File: config.mk
export PLATFORM = sky130hd
export DESIGN_NAME = mips_timer
export DESIGN_NICKNAME = d
export VERILOG_FILES = /design/src/rtl/timer_pkg.sv /design/src/rtl/timer_prescaler.sv /design/src/rtl/mips_timer.sv
export SDC_FILE = /design/constraint.sdc
export NUM_CORES = 1
export LEC_CHECK = 0
export ABC_CLOCK_PERIOD_IN_PS = 2700
export CELL_PAD_IN_SITES_DETAIL_PLACEMENT = 2
export CELL_PAD_IN_SITES_GLOBAL_PLACEMENT = 2
export CORE_UTILIZATION = 31
export DETAILED_ROUTE_END_ITERATION = 10
export PLACE_DENSITY = 0.83
export SLEW_MARGIN = 20
export SYNTH_ARGS = -nofsm -noshare
export SYNTH_HDL_FRONTEND = slang
export SYNTH_HIERARCHICAL = 1
export SYNTH_SLANG_ARGS = --single-unit
File: constraint.sdc
create_clock -name clk -period 2.7 [get_ports clk]
set_input_delay 0.27 -clock clk [delete_from_list [all_inputs] [get_ports clk]]
set_output_delay 0.27 -clock clk [all_outputs]
set_load 0.005 [all_outputs]
File: src/rtl/timer_pkg.sv
// Shared register offsets, CTRL bit positions, mode encodings and FSM states for mips_timer.
package timer_pkg;

  localparam logic [1:0] ADDR_CTRL   = 2'd0;
  localparam logic [1:0] ADDR_PRESET = 2'd1;
  localparam logic [1:0] ADDR_COUNT  = 2'd2;

  localparam int CTRL_EN      = 0;
  localparam int CTRL_MODE_LO = 1;
  localparam int CTRL_MODE_HI = 2;
  localparam int CTRL_IM      = 3;
  localparam int CTRL_PS_LO   = 4;
  localparam int CTRL_PS_HI   = 7;

  localparam logic [1:0] MODE_ONESHOT = 2'd0;
  localparam logic [1:0] MODE_RELOAD  = 2'd1;

  typedef enum logic [1:0] {
    IDLE,
    LOAD,
    CNT,
    INT
  } state_t;

endpackage

File: src/rtl/timer_prescaler.sv
// Divides the count rate by 2^ps: tick is high one cycle in every 2^ps.
// Combinational tick from the divider register; clr restarts the divider from zero.
module timer_prescaler (
  input  logic       clk,
  input  logic       reset,
  input  logic       clr,
  input  logic [3:0] ps,
  output logic       tick
);

  logic [15:0] div_cnt;
  logic [15:0] limit;

  assign limit = (16'd1 << ps) - 16'd1;
  assign tick  = (div_cnt == limit);

  always_ff @(posedge clk) begin
    if (!reset || clr) begin
      div_cnt <= '0;
    end else if (tick) begin
      div_cnt <= '0;
    end else begin
      div_cnt <= div_cnt + 16'd1;
    end
  end

endmodule

File: src/rtl/mips_timer.sv
// Memory-mapped countdown timer: irq after PRESET+3 cycles from enable; one-shot (held) or auto-reload.
// TIMER_PRESCALE_EN adds CTRL[7:4] prescale, slowing the countdown by 2^PS; no bus backpressure.
module mips_timer
  import timer_pkg::*;
#(
  parameter int         CNT_W         = 32,
  parameter logic [1:0] IRQ_HOLD_MODE = MODE_ONESHOT
) (
  input  logic        clk,
  input  logic        reset,
  input  logic [1:0]  dev_addr,
  input  logic        dev_we,
  input  logic [31:0] dev_wdata,
  output logic [31:0] dev_rdata,
  output logic        irq
);

  state_t           state;
  logic             ctrl_en;
  logic             ctrl_im;
  logic [1:0]       ctrl_mode;
  logic [3:0]       ctrl_ps;
  logic [CNT_W-1:0] preset;
  logic [CNT_W-1:0] count;
  logic             irq_flag;
  logic             tick;
  logic             reload;
  logic             wr_ctrl;
  logic             wr_preset;

  assign wr_ctrl   = dev_we && (dev_addr == ADDR_CTRL);
  assign wr_preset = dev_we && (dev_addr == ADDR_PRESET);
  // Only the reload encoding re-arms; every other mode holds the interrupt.
  assign reload    = (ctrl_mode == MODE_RELOAD) && (ctrl_mode != IRQ_HOLD_MODE);
  assign irq       = irq_flag & ctrl_im;

`ifdef TIMER_PRESCALE_EN
  always_ff @(posedge clk) begin
    if (!reset) begin
      ctrl_ps <= '0;
    end else if (wr_ctrl) begin
      ctrl_ps <= dev_wdata[CTRL_PS_HI:CTRL_PS_LO];
    end
  end

  timer_prescaler u_prescaler (
    .clk   (clk),
    .reset (reset),
    .clr   ((state == LOAD) || !ctrl_en),
    .ps    (ctrl_ps),
    .tick  (tick)
  );
`else
  assign ctrl_ps = 4'd0;
  assign tick    = 1'b1;
`endif

  always_comb begin
    dev_rdata = '0;
    case (dev_addr)
      ADDR_CTRL:   dev_rdata = {24'd0, ctrl_ps, ctrl_im, ctrl_mode, ctrl_en};
      ADDR_PRESET: dev_rdata = 32'(preset);
      ADDR_COUNT:  dev_rdata = 32'(count);
      default:     dev_rdata = '0;
    endcase
  end

  always_ff @(posedge clk) begin
    if (!reset) begin
      state     <= IDLE;
      ctrl_en   <= 1'b0;
      ctrl_im   <= 1'b0;
      ctrl_mode <= MODE_ONESHOT;
      preset    <= '0;
      count     <= '0;
      irq_flag  <= 1'b0;
    end else begin
      // A bus write to CTRL overrides the FSM clearing EN on expiry.
      if (wr_ctrl) begin
        ctrl_en   <= dev_wdata[CTRL_EN];
        ctrl_mode <= dev_wdata[CTRL_MODE_HI:CTRL_MODE_LO];
        ctrl_im   <= dev_wdata[CTRL_IM];
      end else if (state == INT && !reload) begin
        ctrl_en   <= 1'b0;
      end

      if (wr_preset) begin
        preset <= CNT_W'(dev_wdata);
      end

      // Setting on expiry beats the acknowledge so an interrupt is never dropped.
      if (state == INT) begin
        irq_flag <= 1'b1;
      end else if (wr_ctrl || wr_preset) begin
        irq_flag <= 1'b0;
      end else if (irq_flag && reload) begin
        irq_flag <= 1'b0;
      end

      case (state)
        IDLE: begin
          if (ctrl_en) begin
            state <= LOAD;
          end
        end
        LOAD: begin
          count <= preset;
          state <= (preset == '0) ? INT : CNT;
        end
        CNT: begin
          if (!ctrl_en) begin
            state <= IDLE;
          end else if (tick) begin
            if (count > CNT_W'(1)) begin
              count <= count - CNT_W'(1);
            end else begin
              count <= '0;
              state <= INT;
            end
          end
        end
        INT: begin
          state <= IDLE;
        end
        default: state <= IDLE;
      endcase
    end
  end

endmodule

==> After elaboration in Yosys (flattened, before gate mapping) <==
Index checks and enable logic that the tools add are counted.
{ "totals": {"inputBits": 37, "wordCells": 49, "register_bits": 71} }
{ "op_classes": {"addsub": 1, "n_mux": 14, "magnitude_cmp": 1, "n_bitwise": 1, "n_eq_ne": 9, "reduce_logical": 16} }
{ "ops": {"columns": ["op", "count"], "rows": [
  ["one-hot mux 32 bit (3 select lines)", 1],
  ["two-way mux 32 bit", 2],
  ["one-hot mux 32 bit (2 select lines)", 1],
  ["> comparator 32 x 1 -> 1 bit (second input constant)", 1],
  ["logical NOT 32 bit", 1],
  ["subtractor 32 x 1 -> 32 bit (second input constant)", 1],
  ["one-hot mux 2 bit (4 select lines)", 1],
  ["equality test 2 x 1 -> 1 bit (second input constant)", 3],
  ["equality test 2 bit (second input constant)", 3],
  ["two-way mux 1 bit", 6],
  ["two-way mux 2 bit", 3],
  ["nonzero test 2 bit", 3],
  ["logical AND 1 bit", 5],
  ["logical NOT 2 bit", 2],
  ["inequality test 2 bit (second input constant)", 2],
  ["AND reduction 2 bit", 2],
  ["inequality test 3 bit (second input constant)", 1],
  ["nonzero test 3 bit", 1],
  ["AND 1 bit", 1],
  ["logical NOT 1 bit", 1],
  ["logical OR 1 bit", 1]
]} }

==> Logic depth before layout (Yosys ltp) <==
{ "logic_depth": {"depth_word": 6, "ltp_mapped": 8, "mapped_depth_nobuf": 7} }

==> Worst setup path after synthesis <==
OpenSTA, ideal clock, no wires.
{ "synth_timing": {"path_type": "flip-flop to flip-flop", "from": "register count[0]", "to": "register count[16]", "path_slack_ps": 417, "stages_incl_launch_ff": 8, "synth_period_minus_slack_ps": 2283, "arrival_ps": 2209, "cell_sequence": "dfxtp_1 -> inv_1 -> ha_1 -> nor3b_2 -> nand3_1 -> or4_4 -> or4_1 -> a31oi_1"} }
{ "synth_via": {"elab_chain_len": 4, "word_cells_on_any_way": 5} }
{ "synth_lines": {"columns": ["element", "line_no", "source"], "rows": [
  ["start: declaration", "mips_timer.sv:24", "logic [CNT_W-1:0] count;"],
  ["start signal: assignment", "mips_timer.sv:107", "count <= preset;"],
  ["start signal: assignment", "mips_timer.sv:115", "count <= count - CNT_W'(1);"],
  ["subtractor 32 x 1 -> 32 bit or > comparator 32 x 1 -> 1 bit (tied branches)", "mips_timer.sv:115, mips_timer.sv:114", null],
  ["two-way mux 32 bit *", "mips_timer.sv:114", "if (count > CNT_W'(1)) begin"],
  ["two-way mux 32 bit *", "mips_timer.sv:111", "if (!ctrl_en) begin"],
  ["one-hot mux 32 bit (2 select lines) *", "mips_timer.sv:100", "case (state)"]
]} }
Mark *: on every way between the ends. The rest lies on a longest branch, timed or not. The select of a mux whose other input is x is not followed.
A chain may end at the register's enable or synchronous reset.

==> Worst setup path in the final report <==
{ "layout_timing": {"from": "register count[0]", "to": "register count[20]"} }
Same word-level chain as after synthesis.

==> results_dict.tcl <==
set metrics [dict create \
    final_nets 619 \
    synth_async_sr_flop_share_pct 0 \
    cp_max_fo 6 \
    syn_nets 560 \
    crit_path_cell_trace "inv_1 > ha_1 > or3b_2 > nor4_1 > buf_4 > nor4b_1 > o21ai_0 > a21oi_1" \
    hpwl_um 12500 \
    die-area_sq_mm 0.0137 \
    grt_first_pass_wirelength_um 27600 \
    yosys.area.top_type_share_pct 34.7 \
    combPwrFrac_pct 12.6 \
    clkPwrFrac_pct 46.4 \
    power_density_mw_per_mm2 502 \
    vias 4563 \
    power_leakage_nw 1.89 \
    synth_edf_count 0 \
    endpoint_kind "register" \
    clockBufferDepth 2 \
    p_int_mw 1.97 \
    die_h_um 117 \
    cts-root-buf "clkbuf_16" \
    fillCellCount 1486 \
    mostFrequentLayoutCell "nand2_1" \
    io_buffers 69 \
    status "finished, final reports clean" \
    diodes 0 \
    gr-usage-all-layers_pct 27.2 \
    io-pin-count 70 \
    design.core.area_sq_mm 0.0127 \
    overflow 0 \
    gp_congestion 0.851 \
    rsz0062_at_grt "no" \
    cpMaxStageDelayCell "or3b_2" \
    cts_sinks 71 \
    die_w_um 117 \
    skew_ns 0.0109 \
    seq_area_sq_mm 0.00142 \
    synth.area.top_cells "dfxtp_1 (35%), nand2_1 (7.7%), a21oi_1 (7.0%), a22o_1 (6.0%), clkbuf_1 (3.8%)" \
    post_drt_via_cell_ratio 6.03 \
    area_growth_syn_to_layout_pct 30.9 \
    grt_pass1_vias 4830 \
    critPathKind "reg -> reg" \
    ant_nets 0 \
    postCtsSetupBuffers 0 \
    setup_tns_ns 0 \
    initial_core_util_pct 32.2 \
    hp-class "in -> reg" \
    p_sw_share_pct 26.8 \
    cts_tree "yes" \
    cts-resized-gates 0 \
    p_switching_mw 0.720 \
    pre_cts_ws_ns 0.197 \
    synth_cell_types 55 \
    worst_skew_pair.late_latency_ns 0.35 \
    cts_htree_levels 3 \
    fmax_mhz 396 \
    drc_errors 0 \
    layout-drive-gt1-share_pct 11.5 \
    avgSynthCellArea_sq_um 7.86 \
    worstMarginPinSlew_ns 0.631 \
    wl_per_cell_um 23.1 \
    whs_ns 0.467 \
    totalWireLength_um 17500 \
    drt-initial-drc-count 289 \
    synth_cells 521 \
    synth_ff_type "dfxtp_1" \
    ys_warn_count 6 \
    layout_setup_ws_ns 0.175 \
    drv_slew 0 \
    seqPwrFrac_pct 41.1 \
    synth-seq-cells 71 \
    path_clk_slew_ns 0.06 \
    period_needed_ns 2.52 \
    synth_top_area_cell "dfxtp_1" \
    yosysSeqAreaShare_pct 34.7 \
    cts_hold_buf 0 \
    slew_headroom_pct 57.6 \
    finalHoldViolCount 0 \
    startpoint_type "register" \
    finalSetupViolations 0 \
    dr.pass1.iters 5 \
    worstPathRequired_ns 2.97 \
    critPathArrivalTime_ns 2.80 \
    finalCritPeriodShare_pct 93.5 \
    grt_max_degree 54 \
    synthesis.area_sq_mm 0.00409 \
    ir_worst_vdd_v 0.000275 \
    antenna_found_initial 0 \
    cts_buffers 9 \
    critical_path.max_stage_delay_ns 0.57 \
    path_buf_inv 2 \
    rows 41 \
    final_cell_mix "nand2_1 (84), dfxtp_1 (71), clkdlybuf4s50_1 (69)" \
    multi_input_area_sq_mm 0.00243 \
    critPathTopFamily "simple AND/OR/NAND/NOR gates" \
    max_cap_violations 0 \
]
[cell families (layout without fill, tap and decap cells)]
| kind of cell | after synthesis | count (layout) | share of synthesized area [%] |
|---|---|---|---|
| xor gates and xnor gates | 2 | 2 | 0.428 |
| DFF | 71 | 71 | 34.7 |
| muxes | 10 | 10 | 2.48 |
| adders and majority gates | 2 | 2 | 0.611 |
| buffers and inverters | 59 | 123 | 6.27 |
| and+or+nand+nor | 201 | 201 | 26.2 |
| AOI/OAI and AO/OA | 176 | 176 | 29.3 |
[layout make-up]
cell class,count,area share [%]
clock buffer,10,4.46
clock inverter,6,1.26
inverter,7,0.491
multi-input combinational,391,45.3
sequential,71,26.5
tap,172,4.02
timing repair buffer,100,17.9
[power groups by stage]
stage | Clock (mW) | Sequential (mW) | Combinational [mW]
after CTS | 1.26 | 1.10 | 0.338
after global routing | 1.31 | 1.11 | 0.363
after global placement | 0 | 1.12 | 0.320
after floorplan | 0 | 1.11 | 0.175
final | 1.25 | 1.10 | 0.338
after detailed placement | 0 | 1.13 | 0.332
[worst reg2reg max path: stages, from the launching register on]
cell and delay [ns]:
dfxtp_1 0.37, inv_1 0.13, ha_1 0.22, or3b_2 0.57, nor4_1 0.41, buf_4 0.21
nor4b_1 0.24, o21ai_0 0.14, a21oi_1 0.16
[Yosys cell counts (all sizes together), types with 3 or more instances]
master / instances
nand2: 84
nand3b: 4
and2: 3
a21oi: 57
o21a: 5
buf: 11
o31ai: 3
a31oi: 10
nor3: 11
nor2: 22
nand2b: 3
a21o: 3
dfxtp: 71
or4: 13
a32oi: 16
nor4: 20
nand3: 15
inv: 7
a22o: 28
clkbuf: 41
nor2b: 3
mux2i: 9
a211oi: 6
nand4: 11
o21ai: 21
a32o: 8
o22ai: 4
or3: 3
[registers in the layout, indices dropped and copies added, names as in the netlist]
name       flops
preset        32
ctrl_im        1
ctrl_en        1
ctrl_mode      2
irq_flag       1
count         32
state          2
[per-stage QoR]
step | power (mW) | util [%] | std cells | instance area (sq um)
6_report | 2.69 | 42.1 | 757 | 5360
5_1_grt | 2.78 | 42.1 | 757 | 5360
4_1_cts | 2.70 | 42.1 | 757 | 5360
3_5_place_dp | 1.46 | 39.7 | 741 | 5050
3_3_place_gp | 1.44 | 39.7 | 741 | 5050
2_1_floorplan | 1.28 | - | 521 | 4090
[routing by layer]
layer	wire length [um]	global-route usage (%)	part of all wire [%]	vias up
met1	7770	35.0	44	2315
met3	748	4.38	4.3	28
met2	8620	46.4	49	138
li1	-	-	-	2082
met4	381	9.20	2.2	0
met5	0	0	0	-
[final timing paths]
| path | from | endpoint | slack [ns] | depth (start not counted) |
|---|---|---|---|---|
| setup / recovery | count[0] | count[20] | 0.18 | 8 |
| hold reg to reg | irq_flag | irq_flag | 0.50 | 2 |
| hold / removal | dev_wdata[16] | preset[16] | 0.47 | 3 |
| setup reg to reg | count[0] | count[20] | 0.18 | 8 |
(Power assumes the default switching activity.)
